==> src/rtl/pwm_pkg.sv <==
// Shared constants, width helper and handshake state encoding for the RGB PWM block.
package pwm_pkg;

  localparam int unsigned PWM_INTERVAL_DEF = 1200;

  // Counter/duty width for a given period; never narrower than one bit.
  function automatic int unsigned dw_of(input int unsigned n);
    return (n < 2) ? 1 : $clog2(n);
  endfunction

  typedef enum logic {
    EMPTY = 1'b0,
    FULL  = 1'b1
  } state_t;

endpackage

==> src/rtl/pwm_channel.sv <==
// One PWM channel: active duty register, saturating compare and registered drive.
module pwm_channel
  import pwm_pkg::*;
#(
  parameter  int unsigned PWM_INTERVAL = PWM_INTERVAL_DEF,
  localparam int unsigned DW           = dw_of(PWM_INTERVAL)
) (
  input  logic          clk,
  input  logic          rst_n,
  input  logic          load,
  input  logic [DW-1:0] load_duty,
  input  logic [DW-1:0] cnt_next,
  output logic          pwm
);

  localparam logic [DW:0] LIMIT = PWM_INTERVAL[DW:0];

  logic [DW-1:0] duty;
  logic [DW-1:0] duty_next;
  logic          sat;

  always_comb begin
    duty_next = load ? load_duty : duty;
    sat       = ({1'b0, duty_next} >= LIMIT);
  end

  // Lookahead: drive for the coming cycle uses its counter value and duty.
  always_ff @(posedge clk) begin
    if (!rst_n) begin
      duty <= '0;
      pwm  <= 1'b0;
    end else begin
      duty <= duty_next;
      pwm  <= sat || (cnt_next < duty_next);
    end
  end

endmodule

==> src/rtl/pwm_rgb.sv <==
// Three-channel PWM with a one-deep duty buffer applied atomically at period wrap.
module pwm_rgb
  import pwm_pkg::*;
#(
  parameter  int unsigned PWM_INTERVAL = PWM_INTERVAL_DEF,
  localparam int unsigned DW           = dw_of(PWM_INTERVAL)
) (
  input  logic          clk,
  input  logic          rst_n,
  input  logic [DW-1:0] duty_r,
  input  logic [DW-1:0] duty_g,
  input  logic [DW-1:0] duty_b,
  input  logic          duty_valid,
  output logic          duty_ready,
  output logic          pwm_r,
  output logic          pwm_g,
  output logic          pwm_b,
  output logic          period_start
);

  localparam logic [DW-1:0] LAST = DW'(PWM_INTERVAL - 1);

  logic          run;
  logic [DW-1:0] cnt;
  logic [DW-1:0] cnt_next;
  logic          wrap;
  logic          xfer;
  logic          load;
  logic          ready_next;
  logic [DW-1:0] pend_r;
  logic [DW-1:0] pend_g;
  logic [DW-1:0] pend_b;
  state_t        state;
  state_t        state_next;

  assign wrap = run && (cnt == LAST);
  assign xfer = duty_valid && duty_ready;

  // The cycle right after reset is the first cycle of a fresh period.
  always_comb begin
    cnt_next = cnt + DW'(1);
    if (!run || wrap) cnt_next = '0;
  end

  always_ff @(posedge clk) begin
    if (!rst_n) state <= EMPTY;
    else        state <= state_next;
  end

  always_comb begin
    state_next = state;
    unique case (state)
      EMPTY:   if (xfer) state_next = FULL;
      FULL:    if (wrap) state_next = EMPTY;
      default: state_next = EMPTY;
    endcase
  end

  always_comb begin
    load       = 1'b0;
    ready_next = 1'b0;
    if (state == FULL && wrap) load = 1'b1;
    if (state_next == EMPTY)   ready_next = 1'b1;
  end

  always_ff @(posedge clk) begin
    if (!rst_n) begin
      run          <= 1'b0;
      cnt          <= '0;
      duty_ready   <= 1'b0;
      period_start <= 1'b0;
      pend_r       <= '0;
      pend_g       <= '0;
      pend_b       <= '0;
    end else begin
      run          <= 1'b1;
      cnt          <= cnt_next;
      duty_ready   <= ready_next;
      period_start <= (cnt_next == '0);
      if (xfer) begin
        pend_r <= duty_r;
        pend_g <= duty_g;
        pend_b <= duty_b;
      end
    end
  end

  pwm_channel #(.PWM_INTERVAL(PWM_INTERVAL)) u_ch_r (
    .clk(clk), .rst_n(rst_n), .load(load), .load_duty(pend_r), .cnt_next(cnt_next), .pwm(pwm_r)
  );
  pwm_channel #(.PWM_INTERVAL(PWM_INTERVAL)) u_ch_g (
    .clk(clk), .rst_n(rst_n), .load(load), .load_duty(pend_g), .cnt_next(cnt_next), .pwm(pwm_g)
  );
  pwm_channel #(.PWM_INTERVAL(PWM_INTERVAL)) u_ch_b (
    .clk(clk), .rst_n(rst_n), .load(load), .load_duty(pend_b), .cnt_next(cnt_next), .pwm(pwm_b)
  );

endmodule
==> config.mk <==
export PLATFORM = sky130hd
export DESIGN_NAME = pwm_rgb
export DESIGN_NICKNAME = d
export VERILOG_FILES = /design/src/rtl/pwm_pkg.sv /design/src/rtl/pwm_channel.sv /design/src/rtl/pwm_rgb.sv
export SDC_FILE = /design/constraint.sdc
export NUM_CORES = 1
export LEC_CHECK = 0
export CAP_MARGIN = 5
export CORE_MARGIN = 4
export CORE_UTILIZATION = 37
export DETAILED_ROUTE_END_ITERATION = 6
export PLACE_DENSITY = 0.6
export SETUP_SLACK_MARGIN = 0.05
export SYNTH_ARGS = -nofsm -noshare
export SYNTH_HDL_FRONTEND = slang
export SYNTH_HIERARCHICAL = 1
export SYNTH_SLANG_ARGS = --single-unit
==> constraint.sdc <==
create_clock -name clk -period 3.08 [get_ports clk]
set_input_delay 0.462 -clock clk [delete_from_list [all_inputs] [get_ports clk]]
set_output_delay 0.462 -clock clk [all_outputs]
set_load 0.01 [all_outputs]
## After elaboration in Yosys (flattened, before gate mapping)

Index checks and enable logic that the tools add are counted.

- Register bits after elaboration: 84
- Output and inout bits: 5
- Input port bits: 36

- $lt $le $gt $ge: 6
- Bitwise operators: 1
- Muxes and demuxes: 10
- Reductions and logical operators: 9
- Eq/ne operators: 1
- $add $sub $neg: 1

Operator list:

| kind | number |
|---|---|
| 11-bit 2-to-1 mux | 4 |
| 11-bit greater-or-equal comparator, second input constant | 3 |
| 11-bit less-than comparator | 3 |
| 11-bit by 1-bit adder with 11-bit output, second input constant | 1 |
| 11-bit equality test, second input constant | 1 |
| 11-bit logical NOT | 1 |
| 1-bit 2-to-1 mux | 5 |
| 1-bit logical OR | 4 |
| 1-bit logical AND | 3 |
| 1-bit one-hot mux with 2 select lines | 1 |
| 1-bit logical NOT | 1 |
| 1-bit NOT | 1 |

## Depth between registers and ports, before layout

- Depth after elaboration: 7
- Mapped depth: 12
- Mapped depth without buffers: 10

## Cells and area by module

Netlist, hierarchy kept.

Modules (own cells, without submodules):

| module | area each (um2) | cells each | instances |
|---|---|---|---|
| pwm_channel | 695.7 | 67 | 3 |
| pwm_rgb | 1878.1 | 233 | 1 |

## Worst setup path after synthesis

Ideal clock, no wire load.

- Path type: register -> register
- Start point: reg cnt[0]
- End point: reg u_ch_b.pwm
- Setup slack: 0.250 ns
- Data required time: 2.963 ns
- Buffers on the path: 2
- Data arrival time: 2.713 ns
- Clock period less this slack: 2.830 ns
- Stages on the path, launching flop included: 12
- Setup time: 0.117 ns
- Cells stage by stage: dfxtp_1 > ha_1 > nand4_1 > nor4_2 > and3_1 > buf_6 > buf_6 > mux2i_1 > ha_1 > nand4_1 > a2111o_1 > a32o_1

- Longest elaborated chain between the ends: 7
- Elaborated cells between the ends (all ways): 11

Ends and longest elaborated chain:

| what | line | text |
|---|---|---|
| from (decl) | pwm_rgb.sv:24 | `logic [DW-1:0] cnt;` |
| from (signal assigned) | pwm_rgb.sv:77 | `cnt <= cnt_next;` |
| 11-bit equality test (*) | pwm_rgb.sv:36 | `assign wrap = run && (cnt == LAST);` |
| 1-bit logical AND (*) | pwm_rgb.sv:36 |  |
| 1-bit logical AND (*) | pwm_rgb.sv:62 | `if (state == FULL && wrap) load = 1'b1;` |
| 1-bit 2-to-1 mux (*) | pwm_rgb.sv:62 |  |
| named net load | pwm_rgb.sv:28 | `logic load;` |
| 11-bit 2-to-1 mux (*) | pwm_channel.sv:23 | `duty_next = load ? load_duty : duty;` |
| 11-bit greater-or-equal comparator or 11-bit less-than comparator (tied branches) | pwm_channel.sv:24, pwm_channel.sv:34 |  |
| 1-bit logical OR (*) | pwm_channel.sv:34 | `pwm <= sat \|\| (cnt_next < duty_next);` |
| to (signal assigned) | pwm_channel.sv:34 |  |
| to (decl) | pwm_channel.sv:13 | `output logic pwm` |

The timed path passes the listed nets; every way through them passes the cells marked *.
A chain may end at the register's enable or synchronous reset.

## Worst setup path in the final report

- Start point: reg cnt[1]
- End point: reg u_ch_b.pwm

Same word-level chain as after synthesis.

==> flow_summary_export.csv <==
group,metric,value,unit
final_layout,final_common_cell,"dfxtp_1",
die,die_x,112,um
placed_design,placedCellCount,596,
timing,relSlewSlack,0.465,
timing,fin_hold_ws,461,ps
timing,hold_viol_final,0,
flow_run,drv_cap,0,
die,rows,37,
routing,dr.pass1.iters,4,
timing,tns,0,ps
placed_design,dp_hpwl,6180,um
yosys,syn_inst,434,
setup_path,endpoint,"u_ch_b/pwm",
die,die_area,12400,sq um
final_layout,stdcell_count,612,
routing,ant_nets,0,
final_layout,nNetsFinal,538,
global_route,antenna_found_initial,0,
global_route,grt_pass1_vias,3008,
cts,numCtsBuffers,9,
outcome,status,"finished clean",
timing,worstMarginPinSlew,801,ps
timing,setup_viol,0,
setup_path,max_stage_delay,400,ps
final_layout,stdcell_area,4670,sq um
setup_path,crit_path_top_delay_cell,"dfxtp_1",
global_route,grt_overflow,0,
yosys,ys_dominant_reg_cell,"dfxtp_1",
cts,tritoncts,"built",
setup_path,ff2ff_path_depth,10,
die,dieHeight,112,um
placed_design,gp_congestion,0.906,
yosys,synth-seq-cells,84,
placed_design,placed_cell_area,4480,sq um
yosys,syn_area,3970,sq um
routing,drt-initial-drc-count,157,
global_route,grt_pass1_wl,14600,um
power_and_ir_drop,p_leak,1.71,nW
routing,drc,0,
setup_path,critPathKind,"reg -> reg",
setup_path,r2r-end,"u_ch_b/pwm",
final_layout,final_cell_mix,"83 x dfxtp_1, 77 x nand2_1, 46 x a21oi_1, 40 x clkdlybuf4s50_1, 32 x mux2i_1",
final_layout,finish.utilization,0.450,
yosys,syn_nets,501,
setup_path,r2r_setup_slack,210,ps
global_route,grt_max_degree,34,
routing,vias,3067,
cts,cts.hold.buffers_added,0,
cts,cts.sinks,84,
timing,rsz0062_at_grt,"true",
setup_path,cp_cell_sequence,"ha_1, nand4_1, nor4_4, and3_2, buf_12, mux2i_1, ha_1, nand4_1, a2111o_1, a32o_1",
timing,finalCriticalPeriod,2870,ps
yosys,synth_edf_count,0,
timing,post-route-period-util,0.933,
final_layout,num_antenna_cells,0,
yosys,synth.distinct_cells,38,
cts,clk_latency,360,ps
final_layout,area_growth,17.7,%
setup_path,r2r_start,"cnt[1]",
routing,vias_per_cell,5.01,
timing,max_freq,0.348,GHz
setup_path,cp-startpoint,"cnt[1]",
cts,clock-root-buffer,"clkbuf_8",
global_route,grt_use_total,0.147,
hold_path,hold_path_class,"reg -> reg",
routing,wire_per_inst,14.2,um
cts,clockBufferDepth,2,
die,coreArea,10400,sq um
yosys,ys_warn_count,6,
yosys,async_reset_ff_frac,0,
die,io_pins,41,
power_and_ir_drop,p_per_area,427,nW/um^2
setup_path,cp-start-kind,"flop",
setup_path,cp.arrival,3130,ps
timing,slew_viol_final,0,
setup_path,endpoint_kind,"flop",
routing,routed_wl,8710,um
placed_design,io_buffers,40,
final_layout,drive_gt1_frac,0.0693,
cts,post_cts_buffers,0,
yosys,ys_seq_area_frac,0.424,
die,floorplan.initialDensity,0.382,
yosys,syn-mean-instance-area,9.14,sq um
power_and_ir_drop,ir_worst_vdd,0.000254,V
cts,htreeDepth,3,
setup_path,crit_fanout,30,
cts,clkSlewWorstSetupHoldPaths,80,ps
timing,finalClockSkew,13.9,ps
setup_path,required,3340,ps
-- synthesized netlist by cell type (2+ instances only) --
master    instances  area share
nor3b_1           7       0.013
and2_1            3      0.0047
o21ai_0           6      0.0076
buf_6             7       0.020
xnor2_1           5       0.011
nor3_1            9       0.011
clkbuf_1         13       0.012
nand4_1           8       0.013
and2b_1           6       0.011
a32o_1            3      0.0076
o21a_1            5      0.0095
o211ai_1          3      0.0057
o22ai_1           3      0.0047
nor2b_1          27       0.043
a21oi_1          46       0.058
inv_1             5      0.0047
buf_4             2      0.0038
xor2_1            3      0.0066
dfxtp_1          84        0.42
nand3_1           4      0.0050
nor2_1           24       0.023
nand2_1          77       0.073
nand2b_1          3      0.0047
a2111o_1          3      0.0085
mux2i_1          33       0.083
and3_1            2      0.0032
ha_1             31       0.098
nor4_2            2      0.0063
-- report_power, final --
| part | total (W) | internal [W] | switching, W |
|---|---|---|---|
| clock network | 0.000700 | 0.000318 | 0.000382 |
| logic | 0.000158 | 0.0000851 | 0.0000728 |
| registers | 0.00113 | 0.00111 | 0.0000190 |
| total | 0.00199 | 0.00152 | 0.000474 |
-- state kept, by name, summed over array words and instances, names as in the netlist, 11 cells and up --
| register | flops |
|---|---|
| cnt | 11 |
| pend_b | 11 |
| pend_g | 11 |
| pend_r | 11 |
| u_ch_b/duty | 11 |
| u_ch_g/duty | 11 |
| u_ch_r/duty | 11 |
-- what timing repair did --
| action | 4_1_cts | 5_1_grt |
|---|---|---|
| hold endpoints to repair | 0 | 0 |
| setup endpoints to repair | 0 | 3 |
| resized for setup | 0 | 3 |
-- worst min-delay path by stage --
stage | to | cells past startpoint | slack (ps) | start
global placement | pend_b[7] | 2 | 450 | pend_b[7]
detailed placement | pend_b[3] | 2 | 450 | pend_b[3]
finish | pend_b[3] | 2 | 460 | pend_b[3]
floorplan | pend_b[0] | 2 | 440 | pend_b[0]
global route | pend_g[1] | 2 | 480 | pend_g[1]
CTS | pend_b[3] | 2 | 460 | pend_b[3]
-- logic make-up (layout without fill, tap and decap cells) --
| group | count (synthesis) | after routing | share of synthesized area |
|---|---|---|---|
| AND/OR/NAND/NOR | 178 | 178 | 0.228 |
| flip-flops | 84 | 84 | 0.424 |
| AO/OA/AOI/OAI | 71 | 71 | 0.106 |
| multiplexers | 33 | 33 | 0.0833 |
| adder cells (fa/ha/maj) | 31 | 31 | 0.0978 |
| buffers and inverters | 29 | 71 | 0.0429 |
| XOR/XNOR | 8 | 8 | 0.0177 |
-- cell type report --
type,count,area (sq um)
fill,1045,5700
multi-input combinational,321,2130
sequential,84,1680
timing repair buffer,49,493
tap,136,170
clock buffer,13,149
clock inverter,3,22.5
inverter,6,22.5
-- metal layers --
layer  GRT usage  wire length [um]  up-vias
met5           0                 0        -
met4      0.0673               198        0
met3      0.0375               362       14
met2       0.247              4160       58
met1       0.176              4000     1422
li1            -                 -     1573
-- stage by stage --
stage               worst slack, ps  power (W)
finish                          206    0.00199
global route                   39.7    0.00208
CTS                             147    0.00203
detailed placement              163    0.00132
global placement                263    0.00132
floorplan                       250    0.00123
-- critical path: cells and delay by family (launching register included) --
| family | cells | cell delay [ps] |
|---|---|---|
| AO/OA/AOI/OAI | 2 | 600 |
| multiplexers | 1 | 300 |
| AND/OR/NAND/NOR | 4 | 820 |
| adder cells (fa/ha/maj) | 2 | 410 |
| flip-flops | 1 | 400 |
| buffers and inverters | 1 | 230 |
Note: power is estimated with default switching activity, not from simulation.
